==> src/rtl/whack_player_ctrl.sv <==
// Per-player whack-a-mole controller: spawn, collision avoidance, tiered scoring.
// Optional: define WHACK_MISS_PENALTY_EN to deduct PENALTY on wrong presses and timeouts.
module whack_player_ctrl #(
    parameter int NUM_HOLES  = 9,
    parameter int POS_W      = 4,
    parameter int DELAY_W    = 27,
    parameter int BASE_DELAY = 25_000_000,
    parameter int UP_TIME    = 75_000_000,
    parameter int SCORE_W    = 16,
    parameter int CNT_W      = 8,
    parameter int PTS_FAST   = 200,
    parameter int PTS_MID    = 100,
    parameter int PTS_SLOW   = 50,
    parameter int PENALTY    = 25
) (
    input  logic                 clk,
    input  logic                 rst_n,
    input  logic                 enable,
    input  logic [NUM_HOLES-1:0] buttons,
    input  logic [POS_W-1:0]     other_pos,
    input  logic                 other_pos_vld,
    input  logic [POS_W-1:0]     other_next,
    input  logic                 other_next_vld,
    input  logic [POS_W-1:0]     rand_pos,
    input  logic [DELAY_W-1:0]   random_delay,
    output logic [POS_W-1:0]     my_pos,
    output logic                 my_pos_vld,
    output logic [POS_W-1:0]     next_pos,
    output logic                 next_pos_vld,
    output logic [SCORE_W-1:0]   score,
    output logic [CNT_W-1:0]     hits,
    output logic [CNT_W-1:0]     misses,
    output logic                 hit_pulse,
    output logic                 miss_pulse
);

    typedef enum logic [1:0] {
        S_IDLE, S_ARM, S_WAIT, S_UP
    } state_t;

    localparam int T1 = (2 * UP_TIME) / 3;
    localparam int T2 = UP_TIME / 3;

    if (NUM_HOLES < 2 || NUM_HOLES > 16 || (2 ** POS_W) < NUM_HOLES) begin : g_bad_holes
        $error("whack_player_ctrl: bad NUM_HOLES/POS_W");
    end
    if (UP_TIME < 3) begin : g_bad_up
        $error("whack_player_ctrl: UP_TIME must be >= 3");
    end
    if (PENALTY < 0 || PENALTY >= (2 ** SCORE_W)) begin : g_bad_pen
        $error("whack_player_ctrl: PENALTY out of range");
    end

    state_t               state_q, state_d;
    logic [NUM_HOLES-1:0] btn_q;
    logic [DELAY_W-1:0]   delay_q, delay_d;
    logic [DELAY_W-1:0]   timer_q, timer_d;
    logic [POS_W-1:0]     my_pos_q, my_pos_d;
    logic                 my_vld_q, my_vld_d;
    logic [POS_W-1:0]     nxt_q, nxt_d;
    logic                 nxt_vld_q, nxt_vld_d;
    logic [SCORE_W-1:0]   score_q, score_d;
    logic [CNT_W-1:0]     hits_q, hits_d;
    logic [CNT_W-1:0]     misses_q, misses_d;
    logic                 hit_p_q, hit_p_d;
    logic                 miss_p_q, miss_p_d;

    logic [NUM_HOLES-1:0] press, sel;
    logic                 hit, collide;
    logic [SCORE_W-1:0]   pts;
    logic [SCORE_W:0]     sum;
`ifdef WHACK_MISS_PENALTY_EN
    logic                 wrong;
    logic [SCORE_W-1:0]   score_pen;
`endif

    assign press   = buttons & ~btn_q;
    assign sel     = NUM_HOLES'(1) << my_pos_q;
    assign hit     = |(press & sel);
    assign collide = (other_pos_vld && other_pos == nxt_q)
                  || (other_next_vld && other_next == nxt_q);
    assign sum     = {1'b0, score_q} + {1'b0, pts};
`ifdef WHACK_MISS_PENALTY_EN
    assign wrong     = |(press & ~sel);
    assign score_pen = (score_q < SCORE_W'(PENALTY)) ? '0
                     : score_q - SCORE_W'(PENALTY);
`endif

    always_comb begin
        pts = SCORE_W'(PTS_SLOW);
        if (timer_q >= DELAY_W'(T1)) begin
            pts = SCORE_W'(PTS_FAST);
        end else if (timer_q >= DELAY_W'(T2)) begin
            pts = SCORE_W'(PTS_MID);
        end
    end

    always_comb begin
        state_d   = state_q;
        delay_d   = delay_q;
        timer_d   = timer_q;
        my_pos_d  = my_pos_q;
        my_vld_d  = my_vld_q;
        nxt_d     = nxt_q;
        nxt_vld_d = nxt_vld_q;
        score_d   = score_q;
        hits_d    = hits_q;
        misses_d  = misses_q;
        hit_p_d   = 1'b0;
        miss_p_d  = 1'b0;
        if (!enable) begin
            state_d   = S_IDLE;
            my_vld_d  = 1'b0;
            nxt_vld_d = 1'b0;
        end else begin
            unique case (state_q)
                S_IDLE: begin
                    my_vld_d  = 1'b0;
                    nxt_vld_d = 1'b0;
                    state_d   = S_ARM;
                end
                S_ARM: begin
                    nxt_d     = POS_W'(32'(rand_pos) % NUM_HOLES);
                    nxt_vld_d = 1'b1;
                    delay_d   = DELAY_W'(BASE_DELAY) + random_delay;
                    state_d   = S_WAIT;
                end
                S_WAIT: begin
                    if (collide) begin
                        nxt_d = (nxt_q == POS_W'(NUM_HOLES - 1)) ? '0
                              : nxt_q + POS_W'(1);
                    end
                    if (delay_q != '0) begin
                        delay_d = delay_q - DELAY_W'(1);
                    end else if (!collide) begin
                        my_pos_d  = nxt_q;
                        my_vld_d  = 1'b1;
                        nxt_vld_d = 1'b0;
                        timer_d   = DELAY_W'(UP_TIME - 1);
                        state_d   = S_UP;
                    end
                end
                S_UP: begin
                    // A correct press always wins, even on the last cycle
                    if (hit) begin
                        score_d  = sum[SCORE_W] ? '1 : sum[SCORE_W-1:0];
                        hits_d   = (hits_q == '1) ? hits_q : hits_q + CNT_W'(1);
                        hit_p_d  = 1'b1;
                        my_vld_d = 1'b0;
                        state_d  = S_ARM;
                    end else if (timer_q == '0) begin
                        misses_d = (misses_q == '1) ? misses_q
                                 : misses_q + CNT_W'(1);
                        miss_p_d = 1'b1;
                        my_vld_d = 1'b0;
                        state_d  = S_ARM;
`ifdef WHACK_MISS_PENALTY_EN
                        score_d  = score_pen;
`endif
                    end else begin
                        timer_d = timer_q - DELAY_W'(1);
`ifdef WHACK_MISS_PENALTY_EN
                        if (wrong) begin
                            score_d = score_pen;
                        end
`endif
                    end
                end
                default: state_d = S_IDLE;
            endcase
        end
    end

    always_ff @(posedge clk or negedge rst_n) begin
        if (!rst_n) begin
            state_q   <= S_IDLE;
            btn_q     <= '0;
            delay_q   <= '0;
            timer_q   <= '0;
            my_pos_q  <= '0;
            my_vld_q  <= 1'b0;
            nxt_q     <= '0;
            nxt_vld_q <= 1'b0;
            score_q   <= '0;
            hits_q    <= '0;
            misses_q  <= '0;
            hit_p_q   <= 1'b0;
            miss_p_q  <= 1'b0;
        end else begin
            state_q   <= state_d;
            btn_q     <= buttons;
            delay_q   <= delay_d;
            timer_q   <= timer_d;
            my_pos_q  <= my_pos_d;
            my_vld_q  <= my_vld_d;
            nxt_q     <= nxt_d;
            nxt_vld_q <= nxt_vld_d;
            score_q   <= score_d;
            hits_q    <= hits_d;
            misses_q  <= misses_d;
            hit_p_q   <= hit_p_d;
            miss_p_q  <= miss_p_d;
        end
    end

    assign my_pos       = my_pos_q;
    assign my_pos_vld   = my_vld_q;
    assign next_pos     = nxt_q;
    assign next_pos_vld = nxt_vld_q;
    assign score        = score_q;
    assign hits         = hits_q;
    assign misses       = misses_q;
    assign hit_pulse    = hit_p_q;
    assign miss_pulse   = miss_p_q;

endmodule

==> config.mk <==
export PLATFORM = sky130hd
export DESIGN_NAME = whack_player_ctrl
export DESIGN_NICKNAME = d
export VERILOG_FILES = /design/src/rtl/whack_player_ctrl.sv
export SDC_FILE = /design/constraint.sdc
export NUM_CORES = 1
export LEC_CHECK = 0
export BUFFER_PORTS_ARGS = -buffer_cell sky130_fd_sc_hd__buf_2
export CAP_MARGIN = 10
export CORE_ASPECT_RATIO = 0.6
export CORE_UTILIZATION = 63
export DETAILED_ROUTE_END_ITERATION = 16
export PLACE_DENSITY = 0.87
export SETUP_SLACK_MARGIN = 0.2
export SLEW_MARGIN = 0
export SYNTH_ARGS = -nofsm -noshare
export SYNTH_HDL_FRONTEND = slang
export SYNTH_SLANG_ARGS = --single-unit
==> constraint.sdc <==
create_clock -name clk -period 7.4 [get_ports clk]
set_input_delay 1.48 -clock clk [delete_from_list [all_inputs] [get_ports clk]]
set_output_delay 1.48 -clock clk [all_outputs]
set_load 0.01 [all_outputs]
[After elaboration in Yosys (flattened, before gate mapping)]
Index checks and enable logic that the tools add are counted.
Storage, ports and cells
  logic and storage cells: 106
  register bits after elaboration: 109
  bits of input ports: 53
Operators by class
  shift operators: 1
  divide/modulo/power cells: 1
  bitwise logic cells: 8
  multiplexer cells: 36
  reduce and logical (&&, ||, !) cells: 19
  add/sub/neg operators: 7
  order comparisons: 2
  eq/ne operators: 19
Operators by type and width (number)
  2-to-1 mux 27 bit: 5
  case mux 27 bit (2 select lines): 2
  subtractor 27 x 1 -> 27 bit, second input constant: 2
  remainder unit 4 x 4 -> 32 bit, second input constant: 1
  2-to-1 mux 16 bit: 2
  adder 25 x 27 -> 27 bit, first input constant: 1
  greater-or-equal comparator 27 x 25 -> 1 bit, second input constant: 1
  greater-or-equal comparator 27 x 26 -> 1 bit, second input constant: 1
  zero test 27 bit: 1
  nonzero test 27 bit: 1
  bitwise AND 9 bit: 2
  adder 16 x 16 -> 17 bit: 1
  adder 8 x 1 -> 8 bit, second input constant: 2
  == test 8 bit, second input constant: 2
  2-to-1 mux 1 bit: 15
  AND reduction 3 bit: 5
  inequality test 2 bit, second input constant: 6
  AND reduction 4 bit: 3
  2-to-1 mux 2 bit: 5
  inverter 9 bit: 1
  OR reduction 9 bit: 1
  << shifter 1 x 4 -> 9 bit, first input constant: 1
  == test 4 bit: 2
  2-to-1 mux 4 bit: 2
  18 further kinds: 28

[Logic depth before layout (Yosys ltp)]
Gate-level depths: netlist of the first run.
  depth after elaboration: 7
  depth in mapped cells: 16
  mapped depth without buffers: 14

[Least setup slack after synthesis of the first run]
Ideal clock, no wire load.
  kind: input -> register
  from: input port buttons[3]
  to: register timer_q[14]
  path slack: 3593 ps
  cell stages on the path: 8
  library setup time: 131 ps
  arrival: 3676 ps
  required time: 7269 ps
  buffers on the path: 1
  cells stage by stage: nor2b_1 > mux4_2 > o221ai_1 > a31oi_1 > or3_1 > buf_2 > o41a_1 > or3_1
Between the ends
  cells in the longest elaborated chain, start to end: 5
Ends and longest elaborated chain
  start: declaration: RTL line 19  | input logic [NUM_HOLES-1:0] buttons,
  bitwise AND 9 bit: RTL line 77  | assign press = buttons & ~btn_q;
  bitwise AND 9 bit: RTL line 79  | assign hit = |(press & sel);
  OR reduction 9 bit: RTL line 79
  inequality test 2 bit (no source line)
  AND reduction 6 bit (no source line)
  end signal: assignment: RTL line 193  | timer_q <= timer_d;
  end: declaration: RTL line 57  | logic [DELAY_W-1:0] timer_q, timer_d;
Every way passes these cells.
A chain may end at the register's enable or synchronous reset.

[Final worst setup path of the first run]
  from: register timer_q[11]
  to: register score_q[7] (netlist: score[7])
Between the ends
  cells in the longest elaborated chain, start to end: 5
  elaborated cells on any way between the ends: 6
Ends and longest elaborated chain
  greater-or-equal comparator 27 x 25 -> 1 bit: RTL line 93  | end else if (timer_q >= DELAY_W'(T2)) begin
  2-to-1 mux 7 bit: RTL line 93
  2-to-1 mux 16 bit *: RTL line 91  | if (timer_q >= DELAY_W'(T1)) begin
  adder 16 x 16 -> 17 bit *: RTL line 82  | assign sum = {1'b0, score_q} + {1'b0, pts};
  2-to-1 mux 16 bit *: RTL line 146  | score_d = sum[SCORE_W] ? '1 : sum[SCORE_W-1:0];
  end signal: assignment: RTL line 198  | score_q <= score_d;
  end: declaration: RTL line 62  | logic [SCORE_W-1:0] score_q, score_d;
Every way passes the cells marked *; elsewhere a longest branch is shown, timed or not.

==> results list, run 1 <==
* Startpoint of the most critical setup path: timer_q[11]$_DFFE_PN0P_
* Tightest Hold Check Type: register to register
* Simple-gate area share of the yosys netlist: 23.6%
- Clock slew at reported path FFs: 70 ps
* CTS Buf Count: 9
- The worst setup path is captured at a register.
- Final critical-path setup slack: 2880 ps
- After detailed routing, the number of vias per cell comes to 6.46.
* Cells after DPL: 954
* Via count of the first global-routing pass: 5721
* Final-report hold violation count: 0
- Registers take 2730 sq um.
- Synthesis warning total: 0
- The floorplan step set the die width to 135 microns.
- Multiplexer fraction of the synthesized cell area: 2.94%
- Final clock period utilization by the worst path: 61.1%
* Clock root cell: sky130_fd_sc_hd__clkbuf_16
* ANT nets after route: 0
- Clock latency at the later pin of the worst-skew pair: 350 ps
- Final Setup Violations: 0
* Asr flop ratio synth: 100%
- The tool flagged a number of max-cap violations equal to 0.
- Outcome: finished, final reports clean
- The finished layout holds 970 standard cells, fillers aside.
- Total power for the finished layout comes to 2.11 mW.
* Placeable core area: 10100 sq um
* EDFF count, synth: 0
- Depth of the worst register-to-register path: 13
* Endpoint required time on the critical path: 7600 ps
- Drt pass-1 iters: 6
* Share of the synthesized area in the top cell type: 40.8%
- Syn Inst Count: 744
- Before CTS, the worst setup slack after placement is 3030 ps.
- Slack of the worst reg-to-reg path: 2880 ps
- Int Power: 1.28 mW
- In this run the tightest slew margin relative to its limit is 18.1%.
* Setup repair after global routing missed its margin: no
- The repair_antennas step left the layout with diodes totalling 0.
- Across every metal layer, demand over resource in global routing totals 32.2%.
* Cell type with the highest aggregate area in the netlist: sky130_fd_sc_hd__dfrtp_1
- Gp weighted congestion: 0.950
- Fraction of final layout cells sized beyond drive strength 1: 17.8%
- Switch share: 39.4%
* Cell area after synthesis: 6680 sq um
* Clock tree buffer depth: 2
- The clock drives 109 sinks.
- After the first detailed-routing iteration, the DRC count stood at 607.
* Beginning of the worst register-to-register path: timer_q[11]$_DFFE_PN0P_
* Share of total power in sequential cells: 44.4%
- Dominant combinational cell family by area after synthesis: simple AND/OR/NAND/NOR gates
* Hold path startpoint: score[0]$_DFFE_PN0P_
* Critical path start-end classification: register to register
- Count of different cell masters after synthesis: 68
- Entering global routing, the biggest net connects 85 pins.
- Pin placement for this block handled 97 I/O pins.
* Clk_skew: 9.11 ps
* Layout overhead on the synthesized area: 12.9%
- For the pin with the worst max-slew slack, the measured transition is 1210 ps.
- After detailed routing, the total wire length is 16.8 mm.
- Net count reported at finish: 904
* Highest ir drop seen on vdd: 0.000142 V
- The total count of max-transition violations in the final report is 0.
- In this run the mean area of a mapped cell was 8.98 sq um.
* Mean routed wirelength per cell: 17.3 microns
- In this run the worst path has a maximum fanout of 9.
- Post-layout minimum cycle time: 4520 ps
- In this run, synthesis produced a sequential element count of 109.
- The first global-routing pass estimated 27.9 mm of wire.
- In this run the power density over the cells is 279 nW/um^2.
- Summed over all nets, the switching power comes to 0.831 mW.
- Initial antenna violation count: 0
* DP Area: 7270 sq um
- CTS tree: built
* Reg-to-reg critical path endpoint: score[7]$_DFFE_PN0P_
- Last element of the critical path: score[7]$_DFFE_PN0P_
- Largest cells by area after synthesis: sky130_fd_sc_hd__dfrtp_1 41%, sky130_fd_sc_hd__xnor2_1 4.2%, sky130_fd_sc_hd__a21oi_1 4.1%, sky130_fd_sc_hd__o21ai_0 3.8%, sky130_fd_sc_hd__ha_1 3.6%
- Reported leakage power: 3.31 nW
- Element type at the critical path start: register
* Synthesized-area fraction occupied by ao, oa, aoi and oai cells: 18.9%
- Area enclosed by the die boundary: 11000 sq um
- Most instantiated flip-flop cell in the synthesis netlist: sky130_fd_sc_hd__dfrtp_1
- Across all layers, the routed design uses 6265 vias.
- HPWL reported at the end of detailed placement: 12.0 mm
* Final cell area excluding filler cells: 7550 sq um
- Resize count post-CTS: 0
- Buffers added to address setup during post-CTS repair amount to 0.
- Number of nets in the synthesized netlist: 817
* Number of inserted filler cells in the final layout: 735
- After Yosys synthesis, full adders, half adders and majority gates account for 4.01% of the synthesized area.
- Die extent in y: 81.8 microns
- Input and output buffers added on the ports amount to 96.
- The total overflow left after global routing is 0.
* Data arrival time of the critical path: 4720 ps
- For this run, the top clock speed supported by timing is 0.221 GHz.
- Sequential cells were found to cover 40.8% of the synthesized design area.
* Footprint of the multi-input gates: 3730 sq um
- Adding up every negative setup slack in the final design gives 0 ps.
* Parity-gate share of the synthesized area counting xor and xnor cells: 6.29%
* H-tree depth: 3
- Cell row count: 28
* Power share of the clock group: 21.6%
* Number of buffers added to fix hold violations after cts: 0
- Once the floorplan was initialized, standard cells occupied 66.2% of the core.
- Number of DRC violations after detailed routing: 0
- Combinational fraction of design power: 34.0%
==> synth_stat cells (all sizes together), types with 15 or more instances <==
| cell type | n |
|---|---|
| a21oi | 55 |
| clkbuf | 23 |
| dfrtp | 109 |
| ha | 19 |
| inv | 32 |
| nand2 | 56 |
| nand3 | 18 |
| nand4 | 22 |
| nor2 | 63 |
| nor3 | 24 |
| nor4 | 17 |
| o21ai | 51 |
| or4 | 15 |
| xnor2 | 32 |
| xor2 | 16 |
==> worst min path at each step <==
stage,end,slack [ps],cells after the start
final,score[0]$_DFFE_PN0P_,460,1
after global routing,score[0]$_DFFE_PN0P_,500,1
after CTS,score[0]$_DFFE_PN0P_,470,1
after detailed placement,score[0]$_DFFE_PN0P_,450,1
after global placement,score[0]$_DFFE_PN0P_,440,1
after floorplan,timer_q[5]$_DFFE_PN0P_,460,1
==> state kept, by name, summed over array words and instances (netlist names) <==
| register | flops |
|---|---|
| next_pos_vld | 1 |
| score | 16 |
| btn_q | 9 |
| hits | 8 |
| miss_pulse | 1 |
| delay_q | 27 |
| my_pos | 4 |
| next_pos | 4 |
| misses | 8 |
| timer_q | 27 |
| hit_pulse | 1 |
| my_pos_vld | 1 |
| state_q | 2 |
==> power groups by stage <==
| stage | clock, mW | sequential (mW) | combinational, mW |
|---|---|---|---|
| 4_1_cts | 0.461 | 0.925 | 0.710 |
| 2_1_floorplan | 0 | 0.894 | 0.517 |
| 5_1_grt | 0.483 | 0.955 | 0.803 |
| 3_5_place_dp | 0 | 0.934 | 0.704 |
| 3_3_place_gp | 0 | 0.919 | 0.668 |
| 6_report | 0.455 | 0.935 | 0.717 |
==> per-stage QoR <==
stage / util [%] / hold slack [ps]
CTS: 74.7 / 467
detailed placement: 72.1 / 447
global route: 74.8 / 504
finish: 74.8 / 462
global placement: 72.1 / 443
floorplan: - / 458
==> per-layer routing <==
layer  track usage, %  share of wire (%)  vias up
met2             48.8                 42      332
met4             8.54                1.2        0
met1             47.0                 47     2972
met3             6.73                9.7       34
li1                 -                  -     2927
met5                0                  0        -
==> logic make-up (layout without fill, tap and decap cells) <==
kind of cell             count (synthesis)  in the layout
AO/OA/AOI/OAI                          198            198
XOR/XNOR                                48             48
adder cells (fa/ha/maj)                 21             21
buffers and inverters                   59            150
flip-flops                             109            109
multiplexers                            17             17
AND/OR/NAND/NOR                        292            292
==> cell usage in the layout (no fill, tap or decap), types with 16 or more instances in the layout <==
cell type                 count
sky130_fd_sc_hd__a21oi_1     54
sky130_fd_sc_hd__buf_2       95
sky130_fd_sc_hd__dfrtp_1    109
sky130_fd_sc_hd__ha_1        18
sky130_fd_sc_hd__inv_1       32
sky130_fd_sc_hd__nand2_1     56
sky130_fd_sc_hd__nand3_1     18
sky130_fd_sc_hd__nand4_1     22
sky130_fd_sc_hd__nor2_1      62
sky130_fd_sc_hd__nor3_1      24
sky130_fd_sc_hd__nor4_1      17
sky130_fd_sc_hd__o21ai_0     51
sky130_fd_sc_hd__xnor2_1     32
sky130_fd_sc_hd__xor2_1      16
==> worst max-delay path: stages (launching register included) <==
cell	delay, ps
sky130_fd_sc_hd__dfrtp_1	450
sky130_fd_sc_hd__nor4_1	460
sky130_fd_sc_hd__a21oi_1	140
sky130_fd_sc_hd__o21ai_0	190
sky130_fd_sc_hd__a21oi_1	100
sky130_fd_sc_hd__o21ai_0	180
sky130_fd_sc_hd__nand2_1	170
sky130_fd_sc_hd__ha_1	370
sky130_fd_sc_hd__a21o_1	180
sky130_fd_sc_hd__a211oi_1	360
sky130_fd_sc_hd__o32ai_1	200
sky130_fd_sc_hd__o41ai_1	990
sky130_fd_sc_hd__or3_1	430
sky130_fd_sc_hd__o211ai_1	150
==> final cells by class <==
class / instances / share of cell area, %
sequential: 109 / 36.1
clock buffer: 12 / 3.27
tap: 135 / 2.24
timing repair buffer: 102 / 6.96
inverter: 33 / 1.64
clock inverter: 3 / 0.282
multi-input combinational: 576 / 49.5
(Power assumes the default switching activity.)
==> run 2, diff against run 1 <==
--- a/config.mk
+++ b/config.mk
@@ -8,9 +8,9 @@
 export BUFFER_PORTS_ARGS = -buffer_cell sky130_fd_sc_hd__buf_2
 export CAP_MARGIN = 10
 export CORE_ASPECT_RATIO = 0.6
-export CORE_UTILIZATION = 63
+export CORE_UTILIZATION = 58
 export DETAILED_ROUTE_END_ITERATION = 16
-export PLACE_DENSITY = 0.87
+export PLACE_DENSITY = 0.81
 export SETUP_SLACK_MARGIN = 0.2
 export SLEW_MARGIN = 0
 export SYNTH_ARGS = -nofsm -noshare
==> constraint.sdc (replaced) <==
create_clock -name clk -period 4.2 [get_ports clk]
set_input_delay 0.84 -clock clk [delete_from_list [all_inputs] [get_ports clk]]
set_output_delay 0.84 -clock clk [all_outputs]
set_load 0.01 [all_outputs]
==> run 2 against run 1 <==
Net effect:
- die area is 8.5% higher
- register-to-register slack worse by 2500 ps
- total power rose by 79%
- maximum frequency grew 19%
- non-clock buffer count up 6
- count of clock-buffer cells in the layout shrank 1
- clock skew decreased by 1.2 ps
- critical path type unchanged
- largest cell class unchanged
==> results list, run 2 (same netlist as run 1, synthesis figures left out) <==
* Max-slew headroom: 36.5%
* Layout overhead on the synthesized area: 14.3%
- CP Capture Type: register
- Slew @ Worst Pin: 944 ps
- Clock root cell: sky130_fd_sc_hd__clkbuf_16
* Final Setup Violations: 0
- Number of port buffers: 96
- Power share of the clock group: 22.3%
- Data arrival time of the critical path: 4020 ps
- Die extent in y: 85.2 microns
- Before CTS, the worst setup slack after placement is 451 ps.
- Die width: 141 microns
- Power per Cell Area: 494 nW/um^2
- HPWL reported at the end of detailed placement: 12.4 mm
- Gp weighted congestion: 0.910
- Clock latency at the later pin of the worst-skew pair: 350 ps
- Hold repair after CTS inserted 0 buffers.
- Once layout is done, the placed cells without fillers occupy 7640 sq um.
- Max-cap violations in this run came to 0.
- The clock net in this run drives a total of 109 sinks.
* Met2 track utilization from global routing: 45.5%
- Final slew viol count: 0
- The run finished with clean final reports.
- The analysis attributes to cell leakage a power of 3.35 nW.
* Top Ports: 97
- Worst min-delay path endpoint: score[0]$_DFFE_PN0P_
- The count of final hold-check violations is 0.
- Of the cells placed in the final design, the portion with a size suffix greater than 1 is 19.0%.
* GR met3 Demand/Resource: 5.70%
- Mean number of vias per cell: 6.31
* Post-CTS setup buffers: 0
- Clk_skew: 7.88 ps
- Reported net switching power: 1.48 mW
* Critical path peak fanout: 10
- Pin count of the biggest net entering global routing: 70
- Mean routed wirelength per cell: 17.4 microns
- DP Area: 7330 sq um
- Clock slew at reported path FFs: 70 ps
* CTS tree: built
- Top library cells by usage in the layout, fill and taps aside: 109 x sky130_fd_sc_hd__dfrtp_1, 95 x sky130_fd_sc_hd__buf_2, 62 x sky130_fd_sc_hd__nor2_1
- After floorplanning, the core was divided into 29 placement rows.
- Beginning of the worst register-to-register path: delay_q[0]$_DFFE_PN0P_
* Switch share: 39.1%
- After layout, the worst setup slack is 406 ps.
* Maximum cell stage delay along the critical path: 560 ps
- The detail route stage leaves a number of antenna-violating nets equal to 0.
- The final route contains 6189 vias.
* Tightest Hold Check Type: register to register
- Global-route wire length before repair: 28.5 mm
* Endpoint required time on the critical path: 4430 ps
- The worst setup path is launched from a register.
- Achievable clock frequency: 0.264 GHz
- The internal power of the cells totals 2.30 mW.
- Final Instance Count excl. Fillers: 981
* Grt ovf: 0
- Global Route met1 Usage: 43.9%
* Sum of routed wire length over all layers: 17.1 mm
- Placeable core area: 10900 sq um
* Depth of the worst register-to-register path: 9
* Clock tree buffer depth: 2
- Top Usage Layer GRT: met2
* H-tree depth: 3
- WP buf/inv: 1
- The number of placed instances, taps included, is 965.
- Hold path startpoint: score[0]$_DFFE_PN0P_
- The via count of the first global-routing pass is 5814.
* Total track usage: 29.7%
* Resize count post-CTS: 0
* Final clock period utilization by the worst path: 90.3%
* Number of DRC violations after detailed routing: 0
* Commonest non-fill, non-tap cell in the layout: sky130_fd_sc_hd__dfrtp_1
* 1st-iter DRT viols: 586
- CTS Buf Count: 9
- Diodes inserted: 0
* Reg-to-reg critical path endpoint: timer_q[14]$_DFFE_PN0P_
- Traced cell by cell, the critical path runs through inv_1 > ha_1 > or3b_2 > nand3b_1 > or4_4 > o41a_1 > or3_1 > o41a_1 > or3_1.
* Crit-path leading delay family: simple AND/OR/NAND/NOR gates
* Cell with the biggest individual delay on the critical path: sky130_fd_sc_hd__o41a_1
* Setup repair after global routing missed its margin: no
* Highest ir drop seen on vdd: 0.000228 V
- Share of total power in sequential cells: 43.5%
- Slack of the worst reg-to-reg path: 410 ps
- Area enclosed by the die boundary: 12000 sq um
- Setup total negative slack: 0 ps
* Post-layout minimum cycle time: 3790 ps
* Net count reported at finish: 910
- The pre-antenna-repair detailed-routing pass consisted of 7 iterations.
- The tightest hold path in the finished design has a slack of 482 ps.
* Combinational fraction of design power: 34.2%
- Startpoint of the most critical setup path: delay_q[0]$_DFFE_PN0P_
* Critical path start-end classification: register to register
* Number of instances on the worst hold path: 1
- For this configuration, the core starts out at a cell density of 61.4%.
- The initial antenna violation count came to 0.
-- run 2: stage by stage --
| stage | total power, mW | util [%] |
|---|---|---|
| after detailed placement | 2.91 | 67.3 |
| after CTS | 3.76 | 70.1 |
| after floorplan | 2.49 | - |
| final | 3.77 | 70.2 |
| after global placement | 2.83 | 67.3 |
| after global routing | 4.02 | 70.2 |
-- run 2: layout make-up --
| class | count | area [sq um] |
|---|---|---|
| multi-input combinational | 576 | 3740 |
| fill | 852 | 3250 |
| sequential | 109 | 2730 |
| timing repair buffer | 108 | 573 |
| clock buffer | 11 | 253 |
| tap | 139 | 174 |
| inverter | 33 | 124 |
| clock inverter | 5 | 42.5 |
-- run 2: worst max path at each step --
stage               slack (ps)                      end  depth (start not counted)
global route               160    score[10]$_DFFE_PN0P_                         15
floorplan                  480     score[3]$_DFFE_PN0P_                         13
finish                     410  timer_q[14]$_DFFE_PN0P_                          9
global placement           570  timer_q[14]$_DFFE_PN0P_                          9
CTS                        430  timer_q[14]$_DFFE_PN0P_                          9
detailed placement         450  timer_q[14]$_DFFE_PN0P_                          9
-- run 2: power groups by stage --
stage	logic [mW]	registers [mW]	clock network, mW
final	1.29	1.64	0.841
after global routing	1.44	1.69	0.888
after CTS	1.27	1.63	0.857
after detailed placement	1.27	1.64	0
after global placement	1.21	1.62	0
after floorplan	0.911	1.57	0
-- run 2: metal layers --
layer	part of all wire, %	vias to the layer above	wire length, microns
met5	0	-	0
met4	0.73	0	125
met3	7.9	18	1360
met2	44	281	7520
met1	47	2948	8080
li1	-	2942	-
